**src/rtl/jh512_padder_if.sv**
```systemverilog
// rtl/jh512_padder_if.sv - word-in / block-out handshake bundle for the JH512 padder
interface jh512_padder_if;
    logic [63:0]  in_data;
    logic [3:0]   in_bytes;
    logic         in_last;
    logic         in_valid;
    logic         in_ready;
    logic [511:0] blk_data;
    logic         blk_first;
    logic         blk_last;
    logic         blk_valid;
    logic         blk_ready;

    modport master (
        output in_data, in_bytes, in_last, in_valid, blk_ready,
        input  in_ready, blk_data, blk_first, blk_last, blk_valid
    );

    modport slave (
        input  in_data, in_bytes, in_last, in_valid, blk_ready,
        output in_ready, blk_data, blk_first, blk_last, blk_valid
    );
endinterface

```
**src/rtl/jh512_padder.sv**
```systemverilog
// rtl/jh512_padder.sv - JH512 message padder: 64-bit words in, padded 512-bit blocks out
module jh512_padder (
    input  logic          clk,
    input  logic          rst,
    jh512_padder_if.slave bus
);
    localparam int WORD_W = 64;
    localparam int BLK_W  = 512;
    localparam int LEN_W  = 128;

    typedef enum logic [1:0] {ABSORB, EMIT_DATA, EMIT_FINAL} state_t;

    state_t             state_q, state_d;
    logic [2:0]         widx_q, widx_d;
    logic [BLK_W-1:0]   buf_q, buf_d;
    logic [LEN_W-1:0]   len_q, len_d;
    logic               first_q, first_d;
    logic               marker_q, marker_d;
    logic               pending_q, pending_d;
    logic               blk_valid_q, blk_valid_d;
    logic               blk_first_q, blk_first_d;
    logic               blk_last_q, blk_last_d;
    logic [BLK_W-1:0]   blk_data_q, blk_data_d;

    logic [WORD_W-1:0]  word_m;
    logic [6:0]         mp;
    logic               in_hs, out_hs, load_data;

    always_comb begin
        in_hs  = bus.in_valid && (state_q == ABSORB);
        out_hs = blk_valid_q && bus.blk_ready;
        word_m = '0;
        for (int b = 0; b < 8; b++) begin
            if (4'(b) < bus.in_bytes)
                word_m[(7-b)*8 +: 8] = bus.in_data[(7-b)*8 +: 8];
        end
        mp = {1'b0, widx_q, 3'b000} + {3'b000, bus.in_bytes};

        state_d     = state_q;
        widx_d      = widx_q;
        buf_d       = buf_q;
        len_d       = len_q;
        first_d     = first_q;
        marker_d    = marker_q;
        pending_d   = pending_q;
        blk_valid_d = blk_valid_q;
        blk_first_d = blk_first_q;
        blk_last_d  = blk_last_q;
        blk_data_d  = blk_data_q;
        load_data   = 1'b0;

        case (state_q)
            ABSORB: begin
                if (in_hs) begin
                    for (int s = 0; s < 8; s++) begin
                        if (widx_q == 3'(s))
                            buf_d[(7-s)*64 +: 64] = word_m;
                    end
                    len_d = len_q + {121'b0, bus.in_bytes, 3'b000};
                    if (!bus.in_last) begin
                        if (widx_q == 3'd7) begin
                            state_d   = EMIT_DATA;
                            pending_d = 1'b0;
                            load_data = 1'b1;
                        end else begin
                            widx_d = widx_q + 3'd1;
                        end
                    end else if (mp == 7'd0) begin
                        // Message ends on a block boundary: only the length block follows
                        state_d     = EMIT_FINAL;
                        marker_d    = 1'b1;
                        blk_valid_d = 1'b1;
                        blk_first_d = first_q;
                        blk_last_d  = 1'b1;
                        blk_data_d  = {8'h80, 376'b0, len_d};
                    end else begin
                        for (int i = 1; i < 64; i++) begin
                            if (mp == 7'(i))
                                buf_d[(63-i)*8 +: 8] = 8'h80;
                        end
                        state_d   = EMIT_DATA;
                        pending_d = 1'b1;
                        marker_d  = (mp == 7'd64);
                        load_data = 1'b1;
                    end
                end
            end
            EMIT_DATA: begin
                if (out_hs) begin
                    buf_d   = '0;
                    widx_d  = 3'd0;
                    first_d = 1'b0;
                    if (pending_q) begin
                        state_d     = EMIT_FINAL;
                        blk_valid_d = 1'b1;
                        blk_first_d = 1'b0;
                        blk_last_d  = 1'b1;
                        blk_data_d  = {marker_q ? 8'h80 : 8'h00, 376'b0, len_q};
                    end else begin
                        state_d     = ABSORB;
                        blk_valid_d = 1'b0;
                        blk_first_d = 1'b0;
                        blk_last_d  = 1'b0;
                    end
                end
            end
            EMIT_FINAL: begin
                if (out_hs) begin
                    state_d     = ABSORB;
                    len_d       = '0;
                    first_d     = 1'b1;
                    marker_d    = 1'b0;
                    pending_d   = 1'b0;
                    widx_d      = 3'd0;
                    blk_valid_d = 1'b0;
                    blk_first_d = 1'b0;
                    blk_last_d  = 1'b0;
                end
            end
            default: state_d = ABSORB;
        endcase

        // Data block goes out with the just-written word and marker included
        if (load_data) begin
            blk_valid_d = 1'b1;
            blk_first_d = first_q;
            blk_last_d  = 1'b0;
            blk_data_d  = buf_d;
        end
    end

    always_ff @(posedge clk) begin
        if (rst) begin
            state_q     <= ABSORB;
            widx_q      <= 3'd0;
            buf_q       <= '0;
            len_q       <= '0;
            first_q     <= 1'b1;
            marker_q    <= 1'b0;
            pending_q   <= 1'b0;
            blk_valid_q <= 1'b0;
            blk_first_q <= 1'b0;
            blk_last_q  <= 1'b0;
            blk_data_q  <= '0;
        end else begin
            state_q     <= state_d;
            widx_q      <= widx_d;
            buf_q       <= buf_d;
            len_q       <= len_d;
            first_q     <= first_d;
            marker_q    <= marker_d;
            pending_q   <= pending_d;
            blk_valid_q <= blk_valid_d;
            blk_first_q <= blk_first_d;
            blk_last_q  <= blk_last_d;
            blk_data_q  <= blk_data_d;
        end
    end

    assign bus.in_ready  = !rst && (state_q == ABSORB);
    assign bus.blk_valid = blk_valid_q;
    assign bus.blk_first = blk_first_q;
    assign bus.blk_last  = blk_last_q;
    assign bus.blk_data  = blk_data_q;
endmodule

```
**src/flat_wrapper.sv**
```systemverilog
// flat-port wrapper written by rule: the top's interface ports become plain ports
module jh512_padder_flat 
  (clk, rst, bus_in_data, bus_in_bytes, bus_in_last, bus_in_valid, bus_blk_ready, bus_in_ready, bus_blk_data, bus_blk_first, bus_blk_last, bus_blk_valid);
  jh512_padder_if bus_i ();
  input  logic clk;
  input  logic rst;
  input wire logic [$bits(bus_i.in_data)-1:0] bus_in_data;
  input wire logic [$bits(bus_i.in_bytes)-1:0] bus_in_bytes;
  input wire logic [$bits(bus_i.in_last)-1:0] bus_in_last;
  input wire logic [$bits(bus_i.in_valid)-1:0] bus_in_valid;
  input wire logic [$bits(bus_i.blk_ready)-1:0] bus_blk_ready;
  output wire logic [$bits(bus_i.in_ready)-1:0] bus_in_ready;
  output wire logic [$bits(bus_i.blk_data)-1:0] bus_blk_data;
  output wire logic [$bits(bus_i.blk_first)-1:0] bus_blk_first;
  output wire logic [$bits(bus_i.blk_last)-1:0] bus_blk_last;
  output wire logic [$bits(bus_i.blk_valid)-1:0] bus_blk_valid;
  assign bus_i.in_data = bus_in_data;
  assign bus_i.in_bytes = bus_in_bytes;
  assign bus_i.in_last = bus_in_last;
  assign bus_i.in_valid = bus_in_valid;
  assign bus_i.blk_ready = bus_blk_ready;
  assign bus_in_ready = bus_i.in_ready;
  assign bus_blk_data = bus_i.blk_data;
  assign bus_blk_first = bus_i.blk_first;
  assign bus_blk_last = bus_i.blk_last;
  assign bus_blk_valid = bus_i.blk_valid;
  jh512_padder u_core (.clk(clk), .rst(rst), .bus(bus_i));
endmodule
```
**config.mk**
```make
export PLATFORM = sky130hd
export DESIGN_NAME = jh512_padder_flat
export DESIGN_NICKNAME = d
export VERILOG_FILES = /design/src/rtl/jh512_padder_if.sv /design/src/rtl/jh512_padder.sv /design/src/flat_wrapper.sv
export SDC_FILE = /design/constraint.sdc
export NUM_CORES = 2
export LEC_CHECK = 0
export BUFFER_PORTS_ARGS = -buffer_cell sky130_fd_sc_hd__buf_2
export CORE_ASPECT_RATIO = 0.75
export CORE_MARGIN = 2
export CORE_UTILIZATION = 30
export CTS_CLUSTER_DIAMETER = 30
export DETAILED_ROUTE_END_ITERATION = 7
export PLACE_DENSITY = 0.53
export SYNTH_ARGS = -nofsm -noshare
export SYNTH_HDL_FRONTEND = slang
export SYNTH_SLANG_ARGS = --single-unit
```
**constraint.sdc**
```tcl
create_clock -name clk -period 4.1 [get_ports clk]
set_clock_uncertainty 0.1 [all_clocks]
set_input_delay 0.82 -clock clk [delete_from_list [all_inputs] [get_ports clk]]
set_output_delay 0.82 -clock clk [all_outputs]
set_load 0.02 [all_outputs]
```
==> results.ini <==
[outcome]
outcome = finished, final reports clean

[worst_hold_path]
worstHoldStart = bus_in_data[4]
worstHoldPathType = input pin to flip-flop
whs_path_depth = 3
whs_endpoint = u_core.buf_q[452]

[global_routing]
grt_max_degree = 145
grtUsageTotal_pct = 32.4
grt_util_met2_pct = 44.6
grt_pass1_wl_mm = 371
grtUsageMet1_pct = 46.0
antenna_found_initial = 51
grt_pass1_vias = 45479
grt.busiest_layer = met1
grt_use_met3_pct = 9.34
grt-ovfl-total = 0

[logic_synthesis]
yosys_warnings = 0
syn_area_um2 = 47600
ys_ff_latch = 1160
ys_types = 83
synth_flop_cell = dfxtp_1
synth_edf_count = 0
syn-instance-count = 5521
async_reset_ff_share_pct = 0
syn_avg_cell_area_um2 = 8.63
syn_nets = 5614
yosysSeqAreaShare_pct = 48.8

[critical_path]
cp-start-kind = flip-flop
slowest_stage = clkinv_1
cp_cell_sequence = inv_1, ha_1, buf_12, clkinv_1, nor2_2, buf_2
cp_data_arrival_time_ns = 3.11
worstPathMaxFanout = 29
r2r_slack_ns = 0.13
r2r_end = u_core.bus.blk_data[243]
cp.depth = 6
crit_path_end_kind = output port
critPathMaxStageDelay_ns = 0.43
ff2ff_path_depth = 11
timing.rr.start = u_core.state_q[1]
path_class = flip-flop to output port
cp.required_ns = 3.18
worst_path_dominant_cell_family = buffers and inverters
crit_buf_inv = 4

[timing]
worst_pin_slew_ns = 1.27
final_max_slew_viol_count = 0
fmax_ghz = 0.248
maxSlewHeadroom_pct = 15.6
setup_viol = 0
finalWorstSetupSlack_ns = 0.0721
hold_violations = 0
finalCriticalPeriod_ns = 4.03
period_share_pct = 98.2
rsz0062_at_grt = false

[die]
io-pin-count = 589
die_width_um = 464
die_h_um = 349
row_count = 126
core_um2 = 157000
die-area_um2 = 162000
initial_core_util_pct = 30.2

[place]
port_buffers = 588
hpwl_mm = 203
place_worst_setup_slack_ns = -0.00143
place.gp.congestion = 1.05

[detailed_routing]
wl_per_cell_um = 31.8
drc_errors = 0
vias_per_cell = 5.82
drt-pass1-iter-count = 6
drtAntennaViolNets = 0
wl_mm = 275
drtIter0Drc = 7484
vias = 50340

[cts]
cts_tree = yes
numCtsBuffers = 237
cts.sinks = 1160
cts_htree_levels = 4
root_buffer = clkbuf_16
clock_latency_ns = 0.87
clock_path_buffers = 3
path_clk_slew_ns = 0.05
post-cts-setup-buffer-count = 0

[finish]
area_delta_synth_final_pct = 34.2
layout.nets = 6401
fillers = 15670
drive_above_1_share_pct = 23.3

[power_and_ir_drop]
max-vdd-ir-drop_v = 0.000456
powerDensity_nw_per_um2 = 643
p_total_uw = 41100
p_leak_uw = 0.0250

[run]
maxCapViolations = 0

-- cell families (layout without fill, tap and decap cells) --
logic type | after synthesis | after routing | share of synthesized area (%)
and+or+nand+nor | 2034 | 2034 | 19.9
AOI/OAI and AO/OA | 1690 | 1690 | 24.6
DFF | 1160 | 1160 | 48.8
buffers and inverters | 501 | 1499 | 4.06
xor gates and xnor gates | 108 | 108 | 1.99
adders and majority gates | 20 | 20 | 0.541
muxes | 8 | 8 | 0.173
other | 0 | 20 | 0
-- layout make-up --
type | count | area [um2] | area share, %
multi-input cells | 3860 | 22600 | 35.3
well taps | 2112 | 2640 | 4.13
flip-flops and latches | 1160 | 23200 | 36.3
clock inverters | 174 | 2500 | 3.91
inverters | 33 | 124 | 0.194
repair buffers | 1016 | 6500 | 10.2
clock buffers | 276 | 6330 | 9.90
diodes | 20 | 50.0 | 0.0783
-- through the flow --
| stage | TNS (ns) | cells | utilization, % | hold WS [ns] | instance area, um2 |
|---|---|---|---|---|---|
| 2_1_floorplan | 0 | 5521 | - | 0.326 | 47600 |
| 6_report | 0 | 8651 | 40.6 | 0.255 | 63900 |
| 4_1_cts | 0 | 8631 | 40.6 | 0.206 | 63900 |
| 3_5_place_dp | -0.00143 | 8181 | 35.0 | 0.340 | 55100 |
| 3_3_place_gp | -0.0231 | 8181 | 35.0 | 0.338 | 55100 |
| 5_1_grt | 0 | 8636 | 40.6 | 0.257 | 63900 |
-- where the power goes --
group | total, uW | switching [uW] | internal (uW)
registers | 11700 | 165 | 11600
clock network | 21100 | 7120 | 14000
logic | 8230 | 6390 | 1840
total | 41100 | 13700 | 27400
-- worst min-delay path, delay by kind of cell --
kind | cells | cell delay [ns]
buffers and inverters | 1 | 0.11
AOI/OAI and AO/OA | 1 | 0.07
and+or+nand+nor | 1 | 0.15
-- sequential cells by signal, summed over array words and instances (netlist names) --
signal and cells:
u_core.bus.blk_valid 1, u_core.len_q 125, u_core.marker_q 1, u_core.pending_q 1, u_core.widx_q 3, u_core.bus.blk_last 1
u_core.state_q 2, u_core.buf_q 512, u_core.bus.blk_first 1, u_core.first_q 1, u_core.bus.blk_data 512
-- cell usage in the layout (no fill, tap or decap), drive strengths merged, types with 16 or more instances in the layout --
cell and count:
and2 91, a221o 35, diode 20, nand4 77, o21ai 386, nor4 69, clkinv 66, nor2 732
ha 19, a22o 213, xor2 50, nor2b 62, buf 1016, nand2b 26, xnor2 58, a31oi 55
a32oi 19, and3 42, o221ai 48, nor3 171, a211oi 32, or4 21, bufinv 46, a2bb2oi 36
and4 16, clkinvlp 37, inv 58, clkbuf 276, a21oi 225, a311oi 33, a22oi 442, o22ai 32
nand2 522, dfxtp 1160, or3 35, a21o 21, nand3 127
-- worst max-delay path by stage --
stage                 startpoint                       end  slack [ns]
2_1_floorplan    bus_in_bytes[3]   u_core.bus.blk_data[49]        0.82
3_3_place_gp     bus_in_bytes[3]  u_core.bus.blk_data[121]       -0.02
3_5_place_dp     bus_in_bytes[3]  u_core.bus.blk_data[121]      -0.001
4_1_cts        u_core.state_q[1]              bus_in_ready        0.11
5_1_grt        u_core.state_q[1]              bus_in_ready        0.09
6_report       u_core.state_q[1]              bus_in_ready        0.07
-- Yosys cell counts (8+ instances only) --
cell | n | area share, %
dfxtp_1 | 1160 | 49
nor2_1 | 731 | 5.8
nand2_1 | 522 | 4.1
a22oi_1 | 441 | 7.0
clkbuf_1 | 386 | 3.0
o21ai_0 | 362 | 3.8
a21oi_1 | 224 | 2.4
a22o_1 | 213 | 3.9
nor3_1 | 168 | 1.8
nand3_1 | 124 | 1.3
and2_1 | 85 | 1.1
nand4_1 | 75 | 0.99
nor2b_1 | 62 | 0.81
nor4_1 | 62 | 0.81
xnor2_1 | 58 | 1.1
a31oi_1 | 55 | 0.72
xor2_1 | 50 | 0.92
o221ai_1 | 47 | 0.86
and3_1 | 42 | 0.55
buf_1 | 41 | 0.32
a2bb2oi_1 | 36 | 0.66
a221o_1 | 35 | 0.74
or3_1 | 35 | 0.46
a311oi_1 | 33 | 0.61
buf_2 | 33 | 0.35
a211oi_1 | 32 | 0.50
inv_1 | 32 | 0.25
o22ai_1 | 32 | 0.42
nand2b_1 | 26 | 0.34
o21ai_1 | 24 | 0.25
a21o_1 | 21 | 0.33
or4_1 | 21 | 0.33
a32oi_1 | 19 | 0.35
ha_1 | 19 | 0.50
and4_1 | 16 | 0.29
o211ai_1 | 14 | 0.22
o21a_1 | 13 | 0.20
o31ai_1 | 13 | 0.20
a222oi_1 | 12 | 0.25
or2_2 | 12 | 0.16
a221oi_1 | 11 | 0.20
nor3b_1 | 8 | 0.13
-- timing repair --
item / CTS / global route
endpoints found under the hold margin: 0 / 0
resized for setup: 1 / 0
endpoints found under the setup margin: 1 / 0
hold buffers: 0 / 0
-- layer usage --
| layer | share of wire, % | wire, um |
|---|---|---|
| met1 | 44 | 122000 |
| met4 | 4.9 | 13600 |
| met5 | 0.037 | 103 |
| met2 | 40 | 110000 |
| met3 | 11 | 29000 |
No activity file was read; power rests on OpenSTA's default activity.
